**config.mk**
```make
export PLATFORM = sky130hd
export DESIGN_NAME = chk_sync_fifo
export DESIGN_NICKNAME = d
export VERILOG_FILES = /design/src/rtl/chk_sync_fifo.sv
export SDC_FILE = /design/constraint.sdc
export NUM_CORES = 1
export LEC_CHECK = 0
export BUFFER_PORTS_ARGS = -buffer_cell sky130_fd_sc_hd__buf_4
export CAP_MARGIN = 10
export CORE_ASPECT_RATIO = 1.2
export CORE_MARGIN = 1
export CORE_UTILIZATION = 28
export CTS_CLUSTER_DIAMETER = 100
export CTS_CLUSTER_SIZE = 20
export DETAILED_ROUTE_END_ITERATION = 10
export SYNTH_ARGS = -nofsm -noshare
export SYNTH_HDL_FRONTEND = slang
export SYNTH_SLANG_ARGS = --single-unit
```
**constraint.sdc**
```tcl
create_clock -name clk -period 4.9 [get_ports clk]
set_clock_uncertainty 0.1 [all_clocks]
set_input_delay 0.49 -clock clk [delete_from_list [all_inputs] [get_ports clk]]
set_output_delay 0.49 -clock clk [all_outputs]
set_load 0.01 [all_outputs]
```
**src/rtl/chk_sync_fifo.sv**
```systemverilog
// rtl/chk_sync_fifo.sv - synchronous FIFO holding golden words for the result checker
// Ports: clk/reset (async active-high), clr (sync flush), push_i/push_data_i,
//        pop_i, head_o (word at read pointer), full_o, empty_o.
module chk_sync_fifo #(
    parameter int DATA_W = 32,
    parameter int DEPTH  = 16
) (
    input  logic              clk,
    input  logic              reset,
    input  logic              clr_i,
    input  logic              push_i,
    input  logic [DATA_W-1:0] push_data_i,
    input  logic              pop_i,
    output logic [DATA_W-1:0] head_o,
    output logic              full_o,
    output logic              empty_o
);
    localparam int AW = $clog2(DEPTH);

    // One extra pointer bit distinguishes full from empty when the index bits match.
    logic [AW:0]       wr_ptr_q, rd_ptr_q;
    logic [DATA_W-1:0] mem_q [DEPTH];
    logic              do_push, do_pop;

    assign empty_o = (wr_ptr_q == rd_ptr_q);
    assign full_o  = (wr_ptr_q[AW] != rd_ptr_q[AW]) && (wr_ptr_q[AW-1:0] == rd_ptr_q[AW-1:0]);
    assign head_o  = mem_q[rd_ptr_q[AW-1:0]];
    assign do_push = push_i && !full_o;
    assign do_pop  = pop_i && !empty_o;

    always_ff @(posedge clk or posedge reset) begin
        if (reset) begin
            wr_ptr_q <= '0;
            rd_ptr_q <= '0;
        end else if (clr_i) begin
            wr_ptr_q <= '0;
            rd_ptr_q <= '0;
        end else begin
            if (do_push) wr_ptr_q <= wr_ptr_q + 1'b1;
            if (do_pop)  rd_ptr_q <= rd_ptr_q + 1'b1;
        end
    end

    always_ff @(posedge clk) begin
        if (do_push && !clr_i) mem_q[wr_ptr_q[AW-1:0]] <= push_data_i;
    end

endmodule

```
==> metrics.md, run 1 <==
| Metric | Value |
|---|---|
| Outcome | completed |
| Area growth syn-to-layout | 12.7% |
| Starting Density | 0.285 |
| Number of synthesized flops with an enable pin | 512 |
| Vias per cell | 4.79 |
| Fin crit period | 3.88 ns |
| Total power | 8620 µW |
| # setup viols final | 0 |
| Max_cap viols | 0 |
| Gr usage total | 0.118 |
| DR WL/cell | 22.1 µm |
| CTS clk-pin slew, worst paths | 0.09 ns |
| HPWL after detailed placement | 24.2 mm |
| Synth unique cells | 37 |
| Clock tree buffer depth | 3 |
| 1st-pass router iterations | 5 |
| Main synth FF type | edfxtp_1 |
| Share of cells above drive strength 1 | 0.276 |
| Initial antenna violation count | 2 |
| Max FO, Critical Path | 57 |
| First-pass GRT wire length | 64.6 mm |
| Filler cells | 6731 |
| Post-CTS Setup Inserts | 0 |
| Final period util | 0.793 |
| CORE AREA | 71400 µm² |
| I/O Pins | 71 |
| Die W | 248 µm |
| CP endpoint kind | primary output |
| Pwr Density | 376 nW/µm² |
| Drt total wl | 43.6 mm |
| Unrepaired setup endpoints after global routing | no |
| RD Place Congestion | 0.721 |
| Vias | 9441 |
| Top cells by count, synth | edfxtp_1 (512), mux4_2 (128), nand2_1 (66) |
| CTS tree | done |
| Top-count cell post-synth | edfxtp_1 |
| H-tree Lvls | 1 |
| Synthesized area | 20300 µm² |
| Leakage power | 0.00685 µW |
| Total congestion overflow | 0 |
| Die Ht | 297 µm |
| Top-area cell type share of the netlist area | 0.757 |
| Final Hold Fails | 0 |
| Sequential cell area | 15600 µm² |
| Synth area leaders | edfxtp_1 (76%), mux4_2 (14%), dfrtp_1 (1.2%), a211oi_1 (1.2%), nand2_1 (1.2%) |
| Least-Margin Pin Slew | 0.976 ns |
| # resized after CTS | 0 |
| Number of global-route vias before repair | 9842 |
| CTS root buf | clkbuf_16 |
| TritonCTS buffer count | 30 |
| DIE AREA | 73600 µm² |
| #FFs+latches synth | 522 |
| Cells on worst reg2reg path | 5 |
| Register area share after synthesis | 0.769 |
| Clock Latency Late Sink | 0.59 ns |
| Req. time, crit path | 4.31 ns |
| Pins over their slew limit | 0 |
| Remaining DRCs | 0 |
| Setup tns final | 0 ns |
| Largest net degree at the start of global routing | 68 |
| Peak supply drop | 238 µV |
| Max_slew headroom | 0.349 |
| Initial DRC Count | 746 |
| Floorplan row count | 107 |
| Cell area after placement | 22000 µm² |
| Worst Path Arrival | 3.29 ns |
| Synth warn | 0 |
| Async SR Flop Fraction | 0.0192 |
| Yosys top cell by area | edfxtp_1 |
| IO Port Bufs | 70 |
| Hold depth | 1 |
| NumNets Final | 1075 |
| Hold Crit Class | in -> reg |
| Avg Inst Size Synth | 21.4 µm² |
| Synth Net Count | 993 |
| Finished Layout Cells | 1972 |
| Fmax achieved | 257 MHz |
| # diodes | 0 |
| CP Launch Type | flip-flop |
| # clock sinks | 522 |
| Post-placement cell count | 1926 |
| Multi-input combinational cell area | 4410 µm² |
| Setup CP Type | reg -> out |
| Final Instance Area | 22900 µm² |
| Fin util | 0.321 |
| Post-route ant nets | 0 |
| Cells after synthesis | 951 |
path summary, 6_finish.rpt:
| check | to | slack (ns) | startpoint |
|---|---|---|---|
| worst max-delay path | head_o[19] | 1.02 | rd_ptr_q[1] |
| worst min-delay path | mem_q[5][5] | 0.09 | push_data_i[5] |
| worst max register to register | mem_q[5][21] | 1.51 | rd_ptr_q[1] |
| worst min register to register | wr_ptr_q[4] | 0.61 | wr_ptr_q[4] |
| max in group asynchronous | rd_ptr_q[1] | 4.03 | reset |
| min in group asynchronous | rd_ptr_q[2] | 0.36 | reset |
flip-flops by register name (all words and copies together), names as in the netlist:
register	count
wr_ptr_q	5
rd_ptr_q	5
mem_q	512
final cells by class:
type                       instances  area share
sequential                       522       0.683
multi-input combinational        365       0.193
tap                              926      0.0506
clock buffer                      44      0.0360
clock inverter                     1    0.000874
inverter                           7     0.00115
timing repair buffer             107      0.0357
cell usage in the layout, fill, tap and decap left out, types with 2 or more instances in the layout:
cell type  netlist  final
o2111ai_1        3      3
nor2b_1         32     32
nor4_2           0      8
clkbuf_16        0     31
dfrtp_4          0      3
xnor2_1          4      4
nor3_1          10      2
mux2i_1          5      5
and2_1           4      4
nand2_1         66     66
mux4_2         128    128
ha_1             5      5
a21boi_1         2      2
inv_1            5      5
edfxtp_1       512    512
nor2_1           9      9
a211oi_1        33     33
nand4_1          5      5
a31oi_1         28     28
dfrtp_1         10      6
a21oi_1          9      9
buf_4            9    105
mux2_1           5      5
clkbuf_1        19     13
nor3_2           0      8
worst max-delay path, cell delays in order (launching register included):
cell and delay, ns:
dfrtp_4 0.98, buf_4 0.57, mux4_2 0.37, and2_1 0.17, a211oi_1 0.21, a21oi_1 0.13, buf_4 0.23
per-stage QoR:
stage / hold slack [ns] / setup WS (ns)
2_1_floorplan: 0.230 / 0.0367
3_3_place_gp: 0.406 / 1.58
6_report: 0.0940 / 1.02
5_1_grt: 0.0822 / 0.801
3_5_place_dp: 0.409 / 1.53
4_1_cts: 0.0567 / 0.946
layer usage:
metal  routed length [µm]  track usage  part of all wire  up-vias
met5                   24            0           0.00055        -
met4                  670       0.0238             0.015        4
met3                 2310       0.0175             0.053       44
met2                22000        0.201              0.50      235
met1                18600        0.159              0.43     5070
li1                     -            -                 -     4088
repair_timing:
item                                    CTS  global route
hold buffers                              1             0
endpoints found under the hold margin    10             0
endpoints found under the setup margin    0             0
report_power, final:
group	switching, µW	total (µW)	internal, µW
sequential	49.3	4980	4930
combinational	553	1120	568
clock	1350	2520	1170
logic make-up (layout without fill, tap and decap cells):
group	Yosys count	in the layout	share of synthesized area
adders and majority gates	5	5	0.00308
xor gates and xnor gates	6	6	0.00296
AOI/OAI and AO/OA	80	80	0.0272
and+or+nand+nor	136	136	0.0323
muxes	138	138	0.147
DFF	522	522	0.769
buffers and inverters	64	159	0.0182
No activity file was read; power rests on OpenSTA's default activity.
==> run 2, diff against run 1 <==
==> constraint.sdc (replaced) <==
create_clock -name clk -period 3.8 [get_ports clk]
set_clock_uncertainty 0.1 [all_clocks]
set_input_delay 0.38 -clock clk [delete_from_list [all_inputs] [get_ports clk]]
set_output_delay 0.38 -clock clk [all_outputs]
set_load 0.01 [all_outputs]
==> run 2 against run 1 <==
- register-to-register slack worse by 0.75 ns
- via count up 2.6%
- clock-buffer cell count down 1
- first-iteration DRC count up 14%
- non-clock buffer count up 44
- sequential share of layout area down 1.3 points
- largest cell class unchanged
- routed wire length up 0.78%
==> metrics.md, run 2 (synthesis results as in run 1) <==
| Metric | Value |
|---|---|
| Outcome | completed |
| Combinational share of power | 0.137 |
| Initial antenna violation count | 2 |
| Gr busiest metal | met2 |
| Starting Density | 0.285 |
| Switching Fraction | 0.226 |
| Worst setup path start | rd_ptr_q[0] |
| Cell mode on critical path | buf_4 |
| Finished Layout Cells | 2015 |
| NumNets Final | 1119 |
| Worst-path cell chain | buf_12 > buf_4 > mux4_2 > a211oi_1 > a31oi_1 > buf_4 |
| CP Launch Type | flip-flop |
| Cell-internal power | 8650 µW |
| Vias | 9683 |
| Post-CTS Setup Inserts | 0 |
| Total congestion overflow | 0 |
| Met3 Use GR | 0.0154 |
| CP max stage cell | dfrtp_4 |
| Pwr Density | 478 nW/µm² |
| Clock tree buffer depth | 3 |
| Post-placement cell count | 1937 |
| Number of global-route vias before repair | 10075 |
| CTS tree | done |
| CTS clk-pin slew, worst paths | 0.09 ns |
| Pins over their slew limit | 0 |
| Peak supply drop | 301 µV |
| CTS root buf | clkbuf_16 |
| RR Startpoint | wr_ptr_q[3] |
| Final period util | 0.915 |
| Sw power | 2530 µW |
| Vias per cell | 4.81 |
| DIE AREA | 73600 µm² |
| Fin util | 0.327 |
| Hold Crit Class | in -> reg |
| DR WL/cell | 21.8 µm |
| GR Layer Usage met2 | 0.202 |
| IO Port Bufs | 70 |
| Clock Latency Late Sink | 0.59 ns |
| Final Hold Fails | 0 |
| GR met1 Demand/Resource | 0.165 |
| First-pass GRT wire length | 66.2 mm |
| Largest net degree at the start of global routing | 84 |
| Worst Path Arrival | 3.00 ns |
| # diodes | 0 |
| Max FO, Critical Path | 31 |
| Floorplan row count | 107 |
| Area growth syn-to-layout | 14.9% |
| Fin crit period | 3.48 ns |
| Multi-input combinational cell area | 4420 µm² |
| Place WS | 0.857 ns |
| Hold_buf cts | 34 |
| Die Ht | 297 µm |
| Commonest cells after routing, fill and taps aside | edfxtp_1 (512), mux4_2 (128), buf_4 (113) |
| Fmax achieved | 288 MHz |
| Remaining DRCs | 0 |
| Post-route ant nets | 0 |
| Leakage power | 0.00706 µW |
| # clock sinks | 522 |
| Most common cell after layout, fill and taps aside | edfxtp_1 |
| 1st-pass router iterations | 5 |
| Share of cells above drive strength 1 | 0.275 |
| I/O Pins | 71 |
| Die W | 248 µm |
| # resized after CTS | 0 |
| Initial DRC Count | 849 |
| HPWL after detailed placement | 25.4 mm |
| Final WS setup | 0.325 ns |
| Reg power frac | 0.573 |
| TritonCTS buffer count | 30 |
| CP endpoint kind | primary output |
| Unrepaired setup endpoints after global routing | no |
| Total power | 11200 µW |
| Least-Margin Pin Slew | 1.05 ns |
| CORE AREA | 71400 µm² |
| Hold_sp | pop_i |
| Final Instance Area | 23300 µm² |
| Max reg flops | 512 |
| Filler cells | 6701 |
| Largest stage delay on the critical path | 0.68 ns |
| Drt total wl | 44.0 mm |
| # setup viols final | 0 |
| Setup CP Type | reg -> out |
| H-tree Lvls | 1 |
| Req. time, crit path | 3.32 ns |
| Max_slew headroom | 0.300 |
| Sequential cell area | 15600 µm² |
| Share of total power in the clock network | 0.290 |
| Gr usage total | 0.120 |
| Max_cap viols | 0 |
| RD Place Congestion | 0.706 |
| Cell area after placement | 22200 µm² |
==> run 2: metrics by stage <==
step | hold WS (ns) | setup TNS (ns)
2_1_floorplan | 0.120 | -283.40
3_3_place_gp | 0.297 | 0
3_5_place_dp | 0.297 | 0
4_1_cts | 0.00293 | 0
5_1_grt | 0.0291 | 0
6_report | 0.0366 | 0
==> run 2: final cells by class <==
| cell class | count | area share |
|---|---|---|
| clock buffers | 43 | 0.0352 |
| flip-flops and latches | 522 | 0.670 |
| clock inverters | 1 | 0.000857 |
| well taps | 926 | 0.0496 |
| multi-input cells | 365 | 0.189 |
| repair buffers | 151 | 0.0543 |
| inverters | 7 | 0.00113 |
==> run 2: layer usage <==
| layer | vias up | wire, µm |
|---|---|---|
| met5 | - | 27 |
| li1 | 4178 | - |
| met3 | 51 | 2040 |
| met4 | 4 | 740 |
| met2 | 223 | 22300 |
| met1 | 5227 | 18800 |
==> run 2: final timing paths <==
| check | to | slack (ns) | depth (start not counted) |
|---|---|---|---|
| max | head_o[25] | 0.32 | 6 |
| min | rd_ptr_q[2] | 0.04 | 3 |
| max reg2reg | mem_q[14][25] | 0.76 | 5 |
| min reg2reg | wr_ptr_q[4] | 0.60 | 2 |
| max in group asynchronous | rd_ptr_q[1] | 3.02 | 3 |
| min in group asynchronous | wr_ptr_q[0] | 0.26 | 3 |
==> run 2: power groups by stage <==
stage,sequential [µW],clock (µW),combinational [µW]
final,6400,3240,1530
after global routing,6410,3510,1670
after CTS,6400,3340,1580
after floorplan,6500,0,1080
after detailed placement,6540,0,1540
after global placement,6530,0,1530
==> run 2: worst max-delay path, delay by kind of cell, from the launching register on <==
| family | cells | cell delay (ns) |
|---|---|---|
| AOI/OAI and AO/OA | 2 | 0.35 |
| buffers and inverters | 3 | 0.81 |
| DFF | 1 | 0.68 |
| muxes | 1 | 0.51 |
